<file path="src/rtl/bram_word_streamer_if.sv">
// rtl/bram_word_streamer_if.sv - RAM read port and byte stream bundle for the word streamer
//
// Purpose: groups the two buses the streamer sits between.
//   RAM read side : r_en, r_addr (streamer -> RAM), rd_data, rd_valid (RAM -> streamer)
//   Byte stream   : tx_data, tx_valid (streamer -> UART), tx_ready (UART -> streamer)
// Modports:
//   master - the streamer (issues reads, sources bytes)
//   slave  - the RAM / transmitter side
interface bram_word_streamer_if #(
  parameter int ADDR_W = 8,
  parameter int DATA_W = 16
);
  logic              r_en;
  logic [ADDR_W-1:0] r_addr;
  logic [DATA_W-1:0] rd_data;
  logic              rd_valid;
  logic [7:0]        tx_data;
  logic              tx_valid;
  logic              tx_ready;

  modport master (
    output r_en, r_addr, tx_data, tx_valid,
    input  rd_data, rd_valid, tx_ready
  );

  modport slave (
    input  r_en, r_addr, tx_data, tx_valid,
    output rd_data, rd_valid, tx_ready
  );
endinterface

</file>
<file path="src/rtl/bram_word_streamer.sv">
// rtl/bram_word_streamer.sv - dumps a run of RAM words as a high-byte-first byte stream
//
// Purpose: on an accepted start, reads length words beginning at base_addr
// (address wraps modulo 2**ADDR_W), splits each word into two bytes, high
// byte first, and offers them on a valid/ready stream. A running mod-256
// checksum of the bytes sent is kept until the next accepted start.
// Ports:
//   clk, rst   - clock, asynchronous active-high reset
//   start      - dump request, honoured only in IDLE and not during done
//   base_addr  - first word address, latched on accepted start
//   length     - word count 0..2**ADDR_W, latched on accepted start
//   bus        - master side of the RAM read port and byte stream
//   busy       - high while a dump is reading or sending
//   done       - one-cycle pulse after a dump completes
//   checksum   - mod-256 sum of bytes sent in the current or last dump
module bram_word_streamer #(
  parameter int ADDR_W = 8,
  parameter int DATA_W = 16
) (
  input  logic              clk,
  input  logic              rst,
  input  logic              start,
  input  logic [ADDR_W-1:0] base_addr,
  input  logic [ADDR_W:0]   length,
  bram_word_streamer_if.master bus,
  output logic              busy,
  output logic              done,
  output logic [7:0]        checksum
);

  typedef enum logic [2:0] {
    IDLE,
    READ,
    WAIT,
    SEND_HI,
    SEND_LO,
    FINISH
  } state_t;

  state_t            state;
  logic [ADDR_W-1:0] addr;
  logic [ADDR_W:0]   remaining;
  // The high byte goes straight into tx_data when the word arrives, so only
  // the low byte needs to be held until SEND_LO.
  logic [7:0]        word_lo;
  logic              handshake;

  assign handshake = bus.tx_valid && bus.tx_ready;

  always_ff @(posedge clk or posedge rst) begin
    if (rst) begin
      state      <= IDLE;
      addr       <= '0;
      remaining  <= '0;
      word_lo    <= '0;
      bus.r_en   <= 1'b0;
      bus.r_addr <= '0;
      bus.tx_data  <= '0;
      bus.tx_valid <= 1'b0;
      busy       <= 1'b0;
      done       <= 1'b0;
      checksum   <= '0;
    end else begin
      done <= 1'b0;
      case (state)
        IDLE: begin
          // done is still high in the first IDLE cycle after FINISH; a start
          // landing on that cycle belongs to the finished dump and is dropped.
          if (start && !done) begin
            addr      <= base_addr;
            remaining <= length;
            checksum  <= '0;
            if (length == '0) begin
              state <= FINISH;
            end else begin
              state      <= READ;
              bus.r_en   <= 1'b1;
              bus.r_addr <= base_addr;
              busy       <= 1'b1;
            end
          end
        end

        READ: begin
          bus.r_en <= 1'b0;
          state    <= WAIT;
        end

        WAIT: begin
          if (bus.rd_valid) begin
            word_lo      <= bus.rd_data[7:0];
            bus.tx_data  <= bus.rd_data[DATA_W-1 -: 8];
            bus.tx_valid <= 1'b1;
            state        <= SEND_HI;
          end
        end

        SEND_HI: begin
          if (handshake) begin
            checksum    <= checksum + bus.tx_data;
            bus.tx_data <= word_lo;
            state       <= SEND_LO;
          end
        end

        SEND_LO: begin
          if (handshake) begin
            checksum     <= checksum + bus.tx_data;
            bus.tx_valid <= 1'b0;
            addr         <= addr + 1'b1;
            remaining    <= remaining - 1'b1;
            if (remaining == {{ADDR_W{1'b0}}, 1'b1}) begin
              state <= FINISH;
              busy  <= 1'b0;
            end else begin
              state      <= READ;
              bus.r_en   <= 1'b1;
              bus.r_addr <= addr + 1'b1;
            end
          end
        end

        FINISH: begin
          done  <= 1'b1;
          state <= IDLE;
        end

        default: begin
          state <= IDLE;
        end
      endcase
    end
  end

endmodule
</file>
<file path="src/flat_wrapper.sv">
// flat-port wrapper written by rule: the top's interface ports become plain ports
module bram_word_streamer_flat 
#(
  parameter int ADDR_W = 8,
  parameter int DATA_W = 16
)
  (clk, rst, start, base_addr, length, busy, done, checksum, bus_r_en, bus_r_addr, bus_tx_data, bus_tx_valid, bus_rd_data, bus_rd_valid, bus_tx_ready);
  bram_word_streamer_if #(.ADDR_W(ADDR_W), .DATA_W(DATA_W)) bus_i ();
  input  logic clk;
  input  logic rst;
  input  logic start;
  input  logic [ADDR_W-1:0] base_addr;
  input  logic [ADDR_W:0] length;
  output logic busy;
  output logic done;
  output logic [7:0] checksum;
  output wire logic [$bits(bus_i.r_en)-1:0] bus_r_en;
  output wire logic [$bits(bus_i.r_addr)-1:0] bus_r_addr;
  output wire logic [$bits(bus_i.tx_data)-1:0] bus_tx_data;
  output wire logic [$bits(bus_i.tx_valid)-1:0] bus_tx_valid;
  input wire logic [$bits(bus_i.rd_data)-1:0] bus_rd_data;
  input wire logic [$bits(bus_i.rd_valid)-1:0] bus_rd_valid;
  input wire logic [$bits(bus_i.tx_ready)-1:0] bus_tx_ready;
  assign bus_r_en = bus_i.r_en;
  assign bus_r_addr = bus_i.r_addr;
  assign bus_tx_data = bus_i.tx_data;
  assign bus_tx_valid = bus_i.tx_valid;
  assign bus_i.rd_data = bus_rd_data;
  assign bus_i.rd_valid = bus_rd_valid;
  assign bus_i.tx_ready = bus_tx_ready;
  bram_word_streamer #(.ADDR_W(ADDR_W), .DATA_W(DATA_W)) u_core (.clk(clk), .rst(rst), .start(start), .base_addr(base_addr), .length(length), .bus(bus_i), .busy(busy), .done(done), .checksum(checksum));
endmodule
</file>
<file path="config.mk">
export PLATFORM = sky130hd
export DESIGN_NAME = bram_word_streamer_flat
export DESIGN_NICKNAME = d
export VERILOG_FILES = /design/src/rtl/bram_word_streamer_if.sv /design/src/rtl/bram_word_streamer.sv /design/src/flat_wrapper.sv
export SDC_FILE = /design/constraint.sdc
export NUM_CORES = 1
export LEC_CHECK = 0
export ABC_CLOCK_PERIOD_IN_PS = 1900
export BUFFER_PORTS_ARGS = -buffer_cell sky130_fd_sc_hd__buf_2
export CORE_UTILIZATION = 38
export DETAILED_ROUTE_END_ITERATION = 6
export GPL_ROUTABILITY_DRIVEN = 1
export HOLD_SLACK_MARGIN = 0.05
export SLEW_MARGIN = 20
export SYNTH_ARGS = -nofsm -noshare
export SYNTH_HDL_FRONTEND = slang
export SYNTH_SLANG_ARGS = --single-unit
</file>
<file path="constraint.sdc">
create_clock -name clk -period 1.9 [get_ports clk]
set_clock_uncertainty 0.05 [all_clocks]
set_input_delay 0.095 -clock clk [delete_from_list [all_inputs] [get_ports clk]]
set_output_delay 0.095 -clock clk [all_outputs]
set_load 0.01 [all_outputs]
</file>
# --- Yosys cells after proc, flatten, opt, wreduce, memory -nomap -nowiden ---
# Index checks and enable logic that the tools add are counted.
word_totals:
  ff_bits: 56
  latchBits: 0
  ramBits: 0
  mem_bits_ro: 0
  input_bits: 38
  elab_cells: 84
  memories: 0
classes:
  n_addsub: 3
  mul: 0
  div_mod_pow: 0
  n_lt_le_gt_ge: 0
  eq_ne: 14
  n_shift: 0
  n_mux: 36
  bitwise: 0
  reduce_logical: 20
ops:
  columns: ["cell", "n"]
  rows:
  - ["8-bit 2-to-1 mux", 10]
  - ["8-bit case mux with 2 select lines", 4]
  - ["3-bit 2-to-1 mux", 6]
  - ["9-bit 2-to-1 mux", 2]
  - ["9-bit case mux with 2 select lines", 1]
  - ["3-bit case mux with 5 select lines", 1]
  - ["5-bit AND reduction", 3]
  - ["3-bit AND reduction", 4]
  - ["2-bit by 1-bit inequality test with 1-bit output (second input constant)", 5]
  - ["9-bit by 1-bit == test with 1-bit output (second input constant)", 1]
  - ["9-bit logical NOT", 1]
  - ["1-bit 2-to-1 mux", 9]
  - ["9-bit by 1-bit subtractor with 9-bit output (second input constant)", 1]
  - ["8-bit by 1-bit adder with 8-bit output (second input constant)", 1]
  - ["8-bit adder", 1]
  - ["2-bit nonzero test", 4]
  - ["3-bit by 2-bit == test with 1-bit output (second input constant)", 2]
  - ["3-bit == test (second input constant)", 2]
  - ["2-bit inequality test (second input constant)", 3]
  - ["1-bit case mux with 2 select lines", 2]
  - ["4-bit AND reduction", 1]
  - ["3-bit by 1-bit == test with 1-bit output (second input constant)", 1]
  - ["3-bit logical NOT", 1]
  - ["1-bit case mux with 3 select lines", 1]
  - ["other kinds (5)", 6]

# --- Depth between registers and ports, before layout ---
# Gate-level depths: netlist (run 1).
depth:
  ltp_word: 4
  ltp_mapped: 7

# --- Least setup slack after synthesis (run 1) ---
# OpenSTA, ideal clock, no wires.
synth_path:
  path_type: "reg2reg"
  startpoint: "reg u_core.remaining[1]"
  endpoint: "reg u_core.bus.r_addr[0]"
  setup_time_ps: 125
  t_arrival_ps: 1884
  setup_slack_ps: -159
  stages_incl_launch_ff: 8
  path_buffers: 1
  period_less_slack_ps: 2059
  path_cell_list: "dfrtp_1 -> inv_1 -> ha_1 -> or4b_4 -> o31ai_4 -> nand2b_1 -> buf_6 -> mux2_4"
synth_via:
  elab_chain_len: 3
synth_rtl:
  columns: ["item", "line_no", "rtl"]
  rows:
  - ["from (decl)", "bram_word_streamer.sv:42", "logic [ADDR_W:0] remaining;"]
  - ["from (signal assigned)", "bram_word_streamer.sv:71", "remaining <= length;"]
  - ["from (signal assigned)", "bram_word_streamer.sv:111", "remaining <= remaining - 1'b1;"]
  - ["9-bit by 1-bit == test with 1-bit output", "bram_word_streamer.sv:112", "if (remaining == {{ADDR_W{1'b0}}, 1'b1}) begin"]
  - ["2-bit inequality test (no line)", null, null]
  - ["5-bit AND reduction (no line)", null, null]
  - ["to (signal assigned)", "bram_word_streamer.sv:78", "bus.r_addr <= base_addr;"]
  - ["to (signal assigned)", "bram_word_streamer.sv:118", "bus.r_addr <= addr + 1'b1;"]
  - ["to (decl)", "bram_word_streamer_if.sv:22", "output r_en, r_addr, tx_data, tx_valid,"]
# No other way between the ends.
# A chain may end at the register's enable or synchronous reset.

# --- Final worst setup path (run 1) ---
# Ends and elaborated chain as after synthesis.

==> results_dict.tcl, run 1 <==
set metrics [dict create \
    numPortBuffers 65 \
    wirelength_mm 7.671 \
    insertion_delay_ps 300 \
    drc 0 \
    grt_pass1_wl_mm 12.90 \
    hold_violations 0 \
    viasPerCell 5.129 \
    fp.dieW_um 91.71 \
    ant_nets 0 \
    nets 482 \
    synth_cell_types 44 \
    setup_tns_ps -794.2 \
    ys.flop_type "dfrtp_1" \
    max-slew-margin-rel_pct 66.53 \
    setup_slack_ps -124.6 \
    slowest_stage "or4b_4" \
    rr_startpoint "u_core.remaining[1]" \
    cp_slowest_stage_delay_ps 480 \
    ir_worst_vdd_uv 556.5 \
    synth_edf_count 0 \
    grt_use_total_pct 19.19 \
    fin_hold_ws_ps 61.61 \
    muxShareOfSynthArea_pct 11.95 \
    num_antenna_cells 0 \
    clkSlewWorstSetupHoldPaths_ps 100 \
    initial_utilization_pct 39.37 \
    path_cells "inv_2, ha_4, or4b_4, o31ai_4, nand2b_4, mux2_4" \
    crit_type "reg -> reg" \
    dr_total_vias 2749 \
    core_um2 7767 \
    synth_nets 357 \
    p_leak_nw 1.993 \
    synth_top_area_share_pct 45.83 \
    violations "negative setup slack" \
    seqCellArea_um2 1401 \
    yosysSeqAreaShare_pct 45.83 \
    fin_cells 536 \
    yosys.area_share.adder_pct 4.746 \
    clock-sinks 56 \
    path_buf_inv 1 \
    synthSimpleGateAreaFrac_pct 16.08 \
    fmaxAchievable_ghz 0.4939 \
    hp-class "in -> reg" \
    syn_avg_cell_area_um2 9.928 \
    multi_input_area_um2 1635 \
    rsz0062_at_grt "true" \
    syn_inst 308 \
    synthTopCellsByCount "dfrtp_1 (56), o21ai_0 (27), nand2_1 (26), nor2_1 (22)" \
    clockBufferDepth 2 \
    area_growth_pct 37.48 \
    gp_congestion 0.8163 \
    yosys-top-cells-area "dfrtp_1 (46%), mux2i_1 (5.6%), o21ai_0 (4.4%)" \
    ctsHtreeMaxLevel 2 \
    crit_required_ps 2050 \
    final_layout_size_suffix_gt1_share_pct 35.94 \
    fp.dieArea_um2 8410 \
    rows 32 \
    syn_area_um2 3058 \
    worst_pin_slew_ps 501.3 \
    drt-initial-drc-count 152 \
    run_status "finished, violations left" \
    grt_pass1_vias 2725 \
    synth-compound-area-share_pct 15.14 \
    overflow 0 \
    yosysTopAreaCell "dfrtp_1" \
    hp-start "length[6]" \
    drv_cap 0 \
    fin_crit_ps 2025 \
    placed_cell_area_um2 3819 \
    p_per_area_nw_per_um2 1573 \
    yosysMostFrequentCell "dfrtp_1" \
    routedWlPerCell_um 14.31 \
    synth_seq_cells 56 \
    synth-xor-area-share_pct 2.864 \
    grt_max_degree 36 \
    cts_tree "built" \
    setup_viol 8 \
    path_max_fanout 6 \
    antenna_found_initial 0 \
    pre_cts_slack_ps -161.9 \
    clock-root-buffer "clkbuf_8" \
    min_period_over_period_pct 106.6 \
    async_flop_share_pct 100.0 \
    cp-end-kind "register" \
    placedCellCount 507 \
    yosys_warnings 0 \
    die_y_um 91.71 \
    cts_buffers 5 \
    critPathLaunchType "register" \
    fin_area_um2 4204 \
    post-dp-hpwl_mm 5.597 \
    boundaryPins 66 \
    maxSlewViolCount 0 \
    crit_arrival_ps 2170 \
    fillers 734 \
    critPathLaunch "u_core.remaining[1]" \
    path_delay_family "simple AND/OR/NAND/NOR gates" \
    dr.pass1.iters 4 \
    synth_top_family_by_area "simple AND/OR/NAND/NOR gates" \
]
[timing repair]
action                                  CTS  global route
endpoints found under the setup margin   12            27
endpoints found under the hold margin    40             0
pin swaps                                 4             4
hold buffers                             20             0
setup buffers                             2             1
gates resized for setup                  11             8
[flip-flops by register name (all words and copies together) (netlist names)]
| register | flops |
|---|---|
| u_core.addr | 8 |
| u_core.bus.r_addr | 8 |
| u_core.bus.r_en | 1 |
| u_core.bus.tx_data | 8 |
| u_core.bus.tx_valid | 1 |
| u_core.busy | 1 |
| u_core.checksum | 8 |
| u_core.done | 1 |
| u_core.remaining | 9 |
| u_core.state | 3 |
| u_core.word_lo | 8 |
[worst paths after layout]
path / end / slack [ps] / depth (start not counted)
worst max-delay path: u_core.bus.r_addr[0] / -120 / 6
worst min-delay path: u_core.remaining[6] / 60 / 2
max in group asynchronous: u_core.bus.r_addr[3] / 940 / 4
min in group asynchronous: u_core.bus.tx_data[0] / 310 / 3
worst min register to register: u_core.checksum[7] / 440 / 1
worst max register to register: u_core.bus.r_addr[0] / -120 / 6
[per-stage QoR]
step	power (mW)	utilization (%)
6_report	6.615	54.12
5_1_grt	7.137	54.12
4_1_cts	6.568	53.75
3_5_place_dp	5.686	49.16
3_3_place_gp	5.575	49.16
2_1_floorplan	4.334	-
[metal layers]
layer,vias to the layer above,global-route usage [%],wire length [µm]
li1,1357,-,-
met1,1321,26.94,3650
met2,63,30.64,3579
met3,8,3.068,342
met4,0,5.599,98
met5,-,0,0
[where the power goes]
part | internal [mW] | switching, mW | total (mW)
Combinational | 1.83 | 1.80 | 3.63
Sequential | 1.76 | 0.449 | 2.21
Clock | 0.392 | 0.384 | 0.776
Total | 3.98 | 2.63 | 6.61
[cell usage in the layout, fill, tap and decap left out, drive strengths merged, types with 3 or more instances in the layout]
cell type	n
a211oi	5
a21o	3
a21oi	20
a31oi	3
and3	5
buf	112
clkbuf	6
dfrtp	56
dlygate4sd3	20
ha	10
inv	9
mux2	16
mux2i	17
nand2	26
nand2b	4
nand3	20
nor2	22
nor3	10
o21a	3
o21ai	27
o22ai	4
xnor2	4
xor2	6
[kinds of logic after synthesis]
kind of cell / Yosys count
buffers and inverters: 23
flip-flops: 56
AO/OA/AOI/OAI: 75
XOR/XNOR: 10
AND/OR/NAND/NOR: 100
adder cells (fa/ha/maj): 11
multiplexers: 33
[worst register-to-register path, cell delays in order, from the launching register on]
cell and delay (ps):
dfrtp_1 410, inv_2 90, ha_4 110, or4b_4 480, o31ai_4 230, nand2b_4 240, mux2_4 310
[final cells by class]
| type | count | share of cell area (%) |
|---|---|---|
| repair buffers | 132 | 21.37 |
| clock inverters | 2 | 0.8333 |
| flip-flops and latches | 56 | 33.33 |
| clock buffers | 6 | 1.726 |
| inverters | 9 | 0.8036 |
| multi-input cells | 229 | 38.90 |
| well taps | 102 | 3.036 |
(Power assumes the default switching activity.)
==> run 2: changes to the inputs <==
--- a/config.mk
+++ b/config.mk
@@ -11,6 +11,7 @@
 export DETAILED_ROUTE_END_ITERATION = 6
 export GPL_ROUTABILITY_DRIVEN = 1
 export HOLD_SLACK_MARGIN = 0.05
+export PLACE_DENSITY = 0.6
 export SLEW_MARGIN = 20
 export SYNTH_ARGS = -nofsm -noshare
 export SYNTH_HDL_FRONTEND = slang
==> constraint.sdc (replaced) <==
create_clock -name clk -period 1.9 [get_ports clk]
set_clock_uncertainty 0.05 [all_clocks]
set_input_delay 0.38 -clock clk [delete_from_list [all_inputs] [get_ports clk]]
set_output_delay 0.38 -clock clk [all_outputs]
set_load 0.01 [all_outputs]
==> results_dict.tcl, run 2 (same netlist as run 1, synthesis figures left out) <==
set metrics [dict create \
    min_period_over_period_pct 104.9 \
    path_max_fanout 6 \
    cts_tree "built" \
    clock-root-buffer "clkbuf_8" \
    crit_required_ps 2050 \
    p_total_mw 6.509 \
    internal-power_mw 3.895 \
    cts_hold_buf 0 \
    rr_startpoint "u_core.remaining[1]" \
    largest_register_ff_count 9 \
    drv_cap 0 \
    postLayoutCoreUtil_pct 51.64 \
    setup_viol 8 \
    ant_nets 0 \
    violations "negative setup slack" \
    p_leak_nw 1.913 \
    hold_violations 0 \
    grt_use_total_pct 18.67 \
    numPortBuffers 65 \
    cp-end-kind "register" \
    final_common_cell "buf_2" \
    crit_type "reg -> reg" \
    maxSlewViolCount 0 \
    cp_slowest_stage_delay_ps 470 \
    p_clk_share_pct 10.5 \
    area_growth_pct 31.18 \
    path_cells "inv_2, ha_4, or4b_4, o31ai_4, nand2b_4, mux2_4" \
    reg2reg_to "u_core.bus.r_addr[0]" \
    dr.pass1.iters 5 \
    crit_arrival_ps 2140 \
    clkSlewWorstSetupHoldPaths_ps 110 \
    cts_buffers 5 \
    ff2ff_path_depth 6 \
    nets 465 \
    slowest_stage "or4b_4" \
    wirelength_mm 7.433 \
    mostFrequentLayoutCells "buf_2 (65), dfrtp_1 (56), buf_4 (48)" \
    boundaryPins 66 \
    regMostFlops "u_core.remaining" \
    r2r_slack_ps -90 \
    clock-sinks 56 \
    die_y_um 91.71 \
    critPathLaunch "u_core.remaining[1]" \
    fin_crit_ps 1993 \
    final_layout_size_suffix_gt1_share_pct 38.37 \
    power.switching_mw 2.614 \
    antenna_found_initial 0 \
    setup_slack_ps -93.25 \
    p_per_area_nw_per_um2 1623 \
    ir_worst_vdd_uv 534.0 \
    overflow 0 \
    gp_congestion 0.8670 \
    fin_hold_ws_ps 62.24 \
    setup_tns_ps -519.3 \
    insertion_delay_ps 310 \
    rows 32 \
    critPathLaunchType "register" \
    num_antenna_cells 0 \
    clockBufferDepth 2 \
    p_comb_share_pct 55.4 \
    dr_total_vias 2643 \
    initial_utilization_pct 39.37 \
    p_seq_share_pct 34.1 \
    post-dp-hpwl_mm 5.441 \
    run_status "finished, violations left" \
    core_um2 7767 \
    fp.dieArea_um2 8410 \
    grt_pass1_vias 2603 \
    switching_share_pct 40.16 \
    grt_pass1_wl_mm 12.53 \
    worst_pin_slew_ps 312.8 \
    rsz0062_at_grt "true" \
    hp-class "in -> async" \
    ctsHtreeMaxLevel 2 \
    endpoint "u_core.bus.r_addr[0]" \
    viasPerCell 5.092 \
    routedWlPerCell_um 14.32 \
    max-slew-margin-rel_pct 79.15 \
    grt_max_degree 57 \
    drc 0 \
    fmaxAchievable_ghz 0.5017 \
    fp.dieW_um 91.71 \
    drt-initial-drc-count 134 \
]
## run 2: cell count changes in the layout (fill, tap and decap cells not counted)
cell and delta:
clkbuf_1 +1, clkbuf_8 +1, buf_6 +1, dlygate4sd3_1 -20
o21ai_2 +1, clkinv_2 -1, nor2_2 +1, buf_8 -1
nor2_1 -1, o21ai_0 -1, buf_4 +3, bufinv_16 -1
## run 2: routing by layer
metal / track usage (%) / vias up / share of wire [%]
li1: - / 1319 / -
met1: 27.72 / 1266 / 50
met2: 28.57 / 54 / 46
met3: 2.653 / 4 / 3.6
met4: 4.818 / 0 / 0.65
met5: 0 / - / 0
## run 2: worst min path at each step
stage                   startpoint                   end  slack, ps  depth (start not counted)
2_1_floorplan  u_core.remaining[8]   u_core.remaining[8]        410                          1
3_3_place_gp                   rst     u_core.word_lo[0]        410                          3
3_5_place_dp                   rst   u_core.bus.tx_valid        410                          3
4_1_cts                        rst  u_core.bus.r_addr[6]         70                          3
5_1_grt                        rst   u_core.remaining[1]         90                          3
6_report                       rst   u_core.remaining[3]         60                          3
## run 2: area by class of cell
type | instances | area (µm²)
multi-input combinational | 229 | 1642
timing repair buffer | 115 | 716.9
clock buffer | 8 | 90.09
sequential | 56 | 1401
fill | 772 | 3756
inverter | 9 | 33.78
tap | 102 | 127.6
## run 2: power groups by stage
stage                     Sequential [mW]  Combinational (mW)  Clock, mW
after CTS                            2.22                3.54      0.706
after detailed placement             2.22                3.49          0
final                                2.22                3.61      0.684
after global placement               2.21                3.42          0
after floorplan                      2.28                2.06          0
after global routing                 2.31                4.02      0.743
## run 2: repair_timing
| item | 4_1_cts | 5_1_grt |
|---|---|---|
| pin swaps | 4 | 5 |
| hold endpoints to repair | 0 | 0 |
| buffers inserted | 2 | 1 |
| gates cloned | 0 | 0 |
| gates resized for setup | 10 | 11 |
| setup endpoints to repair | 12 | 25 |
## run 2: per-stage QoR
stage / instances / instance area (µm²) / worst slack [ps]
2_1_floorplan: 308 / 3065 / -113.5
3_3_place_gp: 510 / 3841 / -107.5
3_5_place_dp: 510 / 3841 / -141.6
4_1_cts: 519 / 3974 / -131.1
5_1_grt: 519 / 4011 / -150.1
6_report: 519 / 4011 / -93.25
## run 2: worst max-delay path, delay by kind of cell (launching register included)
family / cells / cell delay (ps)
mux: 1 / 310
compound gates: 1 / 210
fa+ha+maj: 1 / 120
flops: 1 / 400
simple gates: 2 / 710
buf+inv: 1 / 80
==> run 3: changes to the inputs <==
--- a/config.mk
+++ b/config.mk
@@ -11,7 +11,7 @@
 export DETAILED_ROUTE_END_ITERATION = 6
 export GPL_ROUTABILITY_DRIVEN = 1
 export HOLD_SLACK_MARGIN = 0.05
-export PLACE_DENSITY = 0.6
+export PLACE_DENSITY_LB_ADDON = 0.05
 export SLEW_MARGIN = 20
 export SYNTH_ARGS = -nofsm -noshare
 export SYNTH_HDL_FRONTEND = slang
==> results_dict.tcl, run 3 (same netlist as run 1, synthesis figures left out) <==
set metrics [dict create \
    grt_pass1_vias 2650 \
    postLayoutCoreUtil_pct 52.26 \
    mostFrequentLayoutCells "buf_2 (65), dfrtp_1 (54), buf_4 (48)" \
    fmaxAchievable_ghz 0.4885 \
    drv_cap 0 \
    placed_cell_area_um2 3829 \
    setup_viol 9 \
    viasPerCell 5.096 \
    fin_area_um2 4059 \
    cts_buffers 5 \
    cp-end-kind "register" \
    fillers 750 \
    drt-initial-drc-count 105 \
    hp-class "in -> async" \
    clock-root-buffer "clkbuf_8" \
    initial_utilization_pct 39.37 \
    busiest_layer "met2" \
    max-slew-margin-rel_pct 76.65 \
    area_growth_pct 32.73 \
    grt_max_degree 57 \
    critPathLaunchType "register" \
    crit_required_ps 2050 \
    fp.dieW_um 91.71 \
    nets 466 \
    seqCellArea_um2 1404 \
    crit_arrival_ps 2200 \
    p_per_area_nw_per_um2 1623 \
    antenna_found_initial 0 \
    boundaryPins 66 \
    clkSlewWorstSetupHoldPaths_ps 90 \
    multi_input_area_um2 1672 \
    regMostFlops "u_core.remaining" \
    die_y_um 91.71 \
    worst_pin_slew_ps 347.6 \
    ant_nets 0 \
    violations "negative setup slack" \
    p_total_mw 6.588 \
    wirelength_mm 7.487 \
    gr-usage-met1_pct 28.40 \
    num_antenna_cells 0 \
    path_max_fanout 5 \
    grt_use_met3_pct 3.317 \
    routedWlPerCell_um 14.40 \
    pre_cts_slack_ps -138.9 \
    crit_type "reg -> reg" \
    fp.dieArea_um2 8410 \
    post-dp-hpwl_mm 5.594 \
    drc 0 \
    insertion_delay_ps 320 \
    use_met2_pct 30.14 \
    fin_crit_ps 2047 \
    ctsHtreeMaxLevel 2 \
    grt_use_total_pct 19.45 \
    run_status "finished, violations left" \
    setup_slack_ps -147.3 \
    ir_worst_vdd_uv 568.7 \
    p_leak_nw 1.915 \
    clock-sinks 56 \
    final_common_cell "buf_2" \
    rows 32 \
    overflow 0 \
    min_period_over_period_pct 107.8 \
    clockBufferDepth 2 \
    numPortBuffers 65 \
    cts_tree "built" \
    rsz0062_at_grt "true" \
    dr_total_vias 2650 \
    maxSlewViolCount 0 \
    final_layout_size_suffix_gt1_share_pct 40.91 \
    hold_violations 0 \
    largest_register_ff_count 9 \
    cts_hold_buf 0 \
    grt_pass1_wl_mm 12.93 \
    core_um2 7767 \
    gp_congestion 0.7800 \
    dr.pass1.iters 4 \
]
## run 3: cell count changes in the layout (fill, tap and decap cells not counted), sizes merged
cell	previous run	this run
clkinvlp	0	1
buf	115	116
clkbuf	8	7
## run 3: layout make-up
type                    instances  area share (%)
flip-flops and latches         56           34.59
repair buffers                116           17.94
well taps                     102           3.144
multi-input cells             229           41.18
clock buffers                   7           2.127
clock inverters                 1          0.1850
inverters                       9          0.8323
## run 3: stage by stage
| stage | hold WS (ps) | TNS (ps) | instances |
|---|---|---|---|
| after floorplan | 411.2 | -454.2 | 308 |
| after global placement | 413.9 | -742.4 | 510 |
| after detailed placement | 414.8 | -1163 | 510 |
| after CTS | 65.61 | -911.9 | 519 |
| after global routing | 67.65 | -1813 | 520 |
| final | 57.93 | -994.7 | 520 |
## run 3: repair_timing
item	4_1_cts	5_1_grt
resized for setup	10	22
endpoints found under the setup margin	12	28
endpoints found under the hold margin	0	0
pin swaps	1	9
buffers inserted	1	4
## run 3: per-layer routing
| layer | vias up | part of all wire [%] |
|---|---|---|
| li1 | 1319 | - |
| met1 | 1262 | 51 |
| met2 | 63 | 44 |
| met3 | 6 | 3.5 |
| met4 | 0 | 0.92 |
| met5 | - | 0 |
## run 3: final timing paths
path / from / end / slack (ps) / cells past startpoint
worst min register to register: u_core.checksum[7] / u_core.checksum[7] / 430 / 1
max in group asynchronous: rst / u_core.bus.tx_data[1] / 1480 / 3
min in group clk: bus_rd_data[0] / u_core.word_lo[0] / 250 / 2
worst max-delay path: u_core.remaining[1] / u_core.bus.r_addr[7] / -150 / 6
worst max register to register: u_core.remaining[1] / u_core.bus.r_addr[7] / -150 / 6
worst min-delay path: rst / u_core.word_lo[1] / 60 / 3
## run 3: worst max-delay path, stage by stage (launching register included)
cell      delay (ps)
dfrtp_1          400
inv_2             90
ha_4             120
or4b_4           480
o31ai_4          260
nand2b_4         230
mux2_4           310
## run 3: power breakdown
part / leakage [nW] / total, mW / switching, mW / internal (mW)
logic: 1.21 / 3.66 / 1.79 / 1.87
clock network: 0.0445 / 0.694 / 0.396 / 0.298
registers: 0.662 / 2.23 / 0.471 / 1.76
total: 1.92 / 6.59 / 2.66 / 3.93
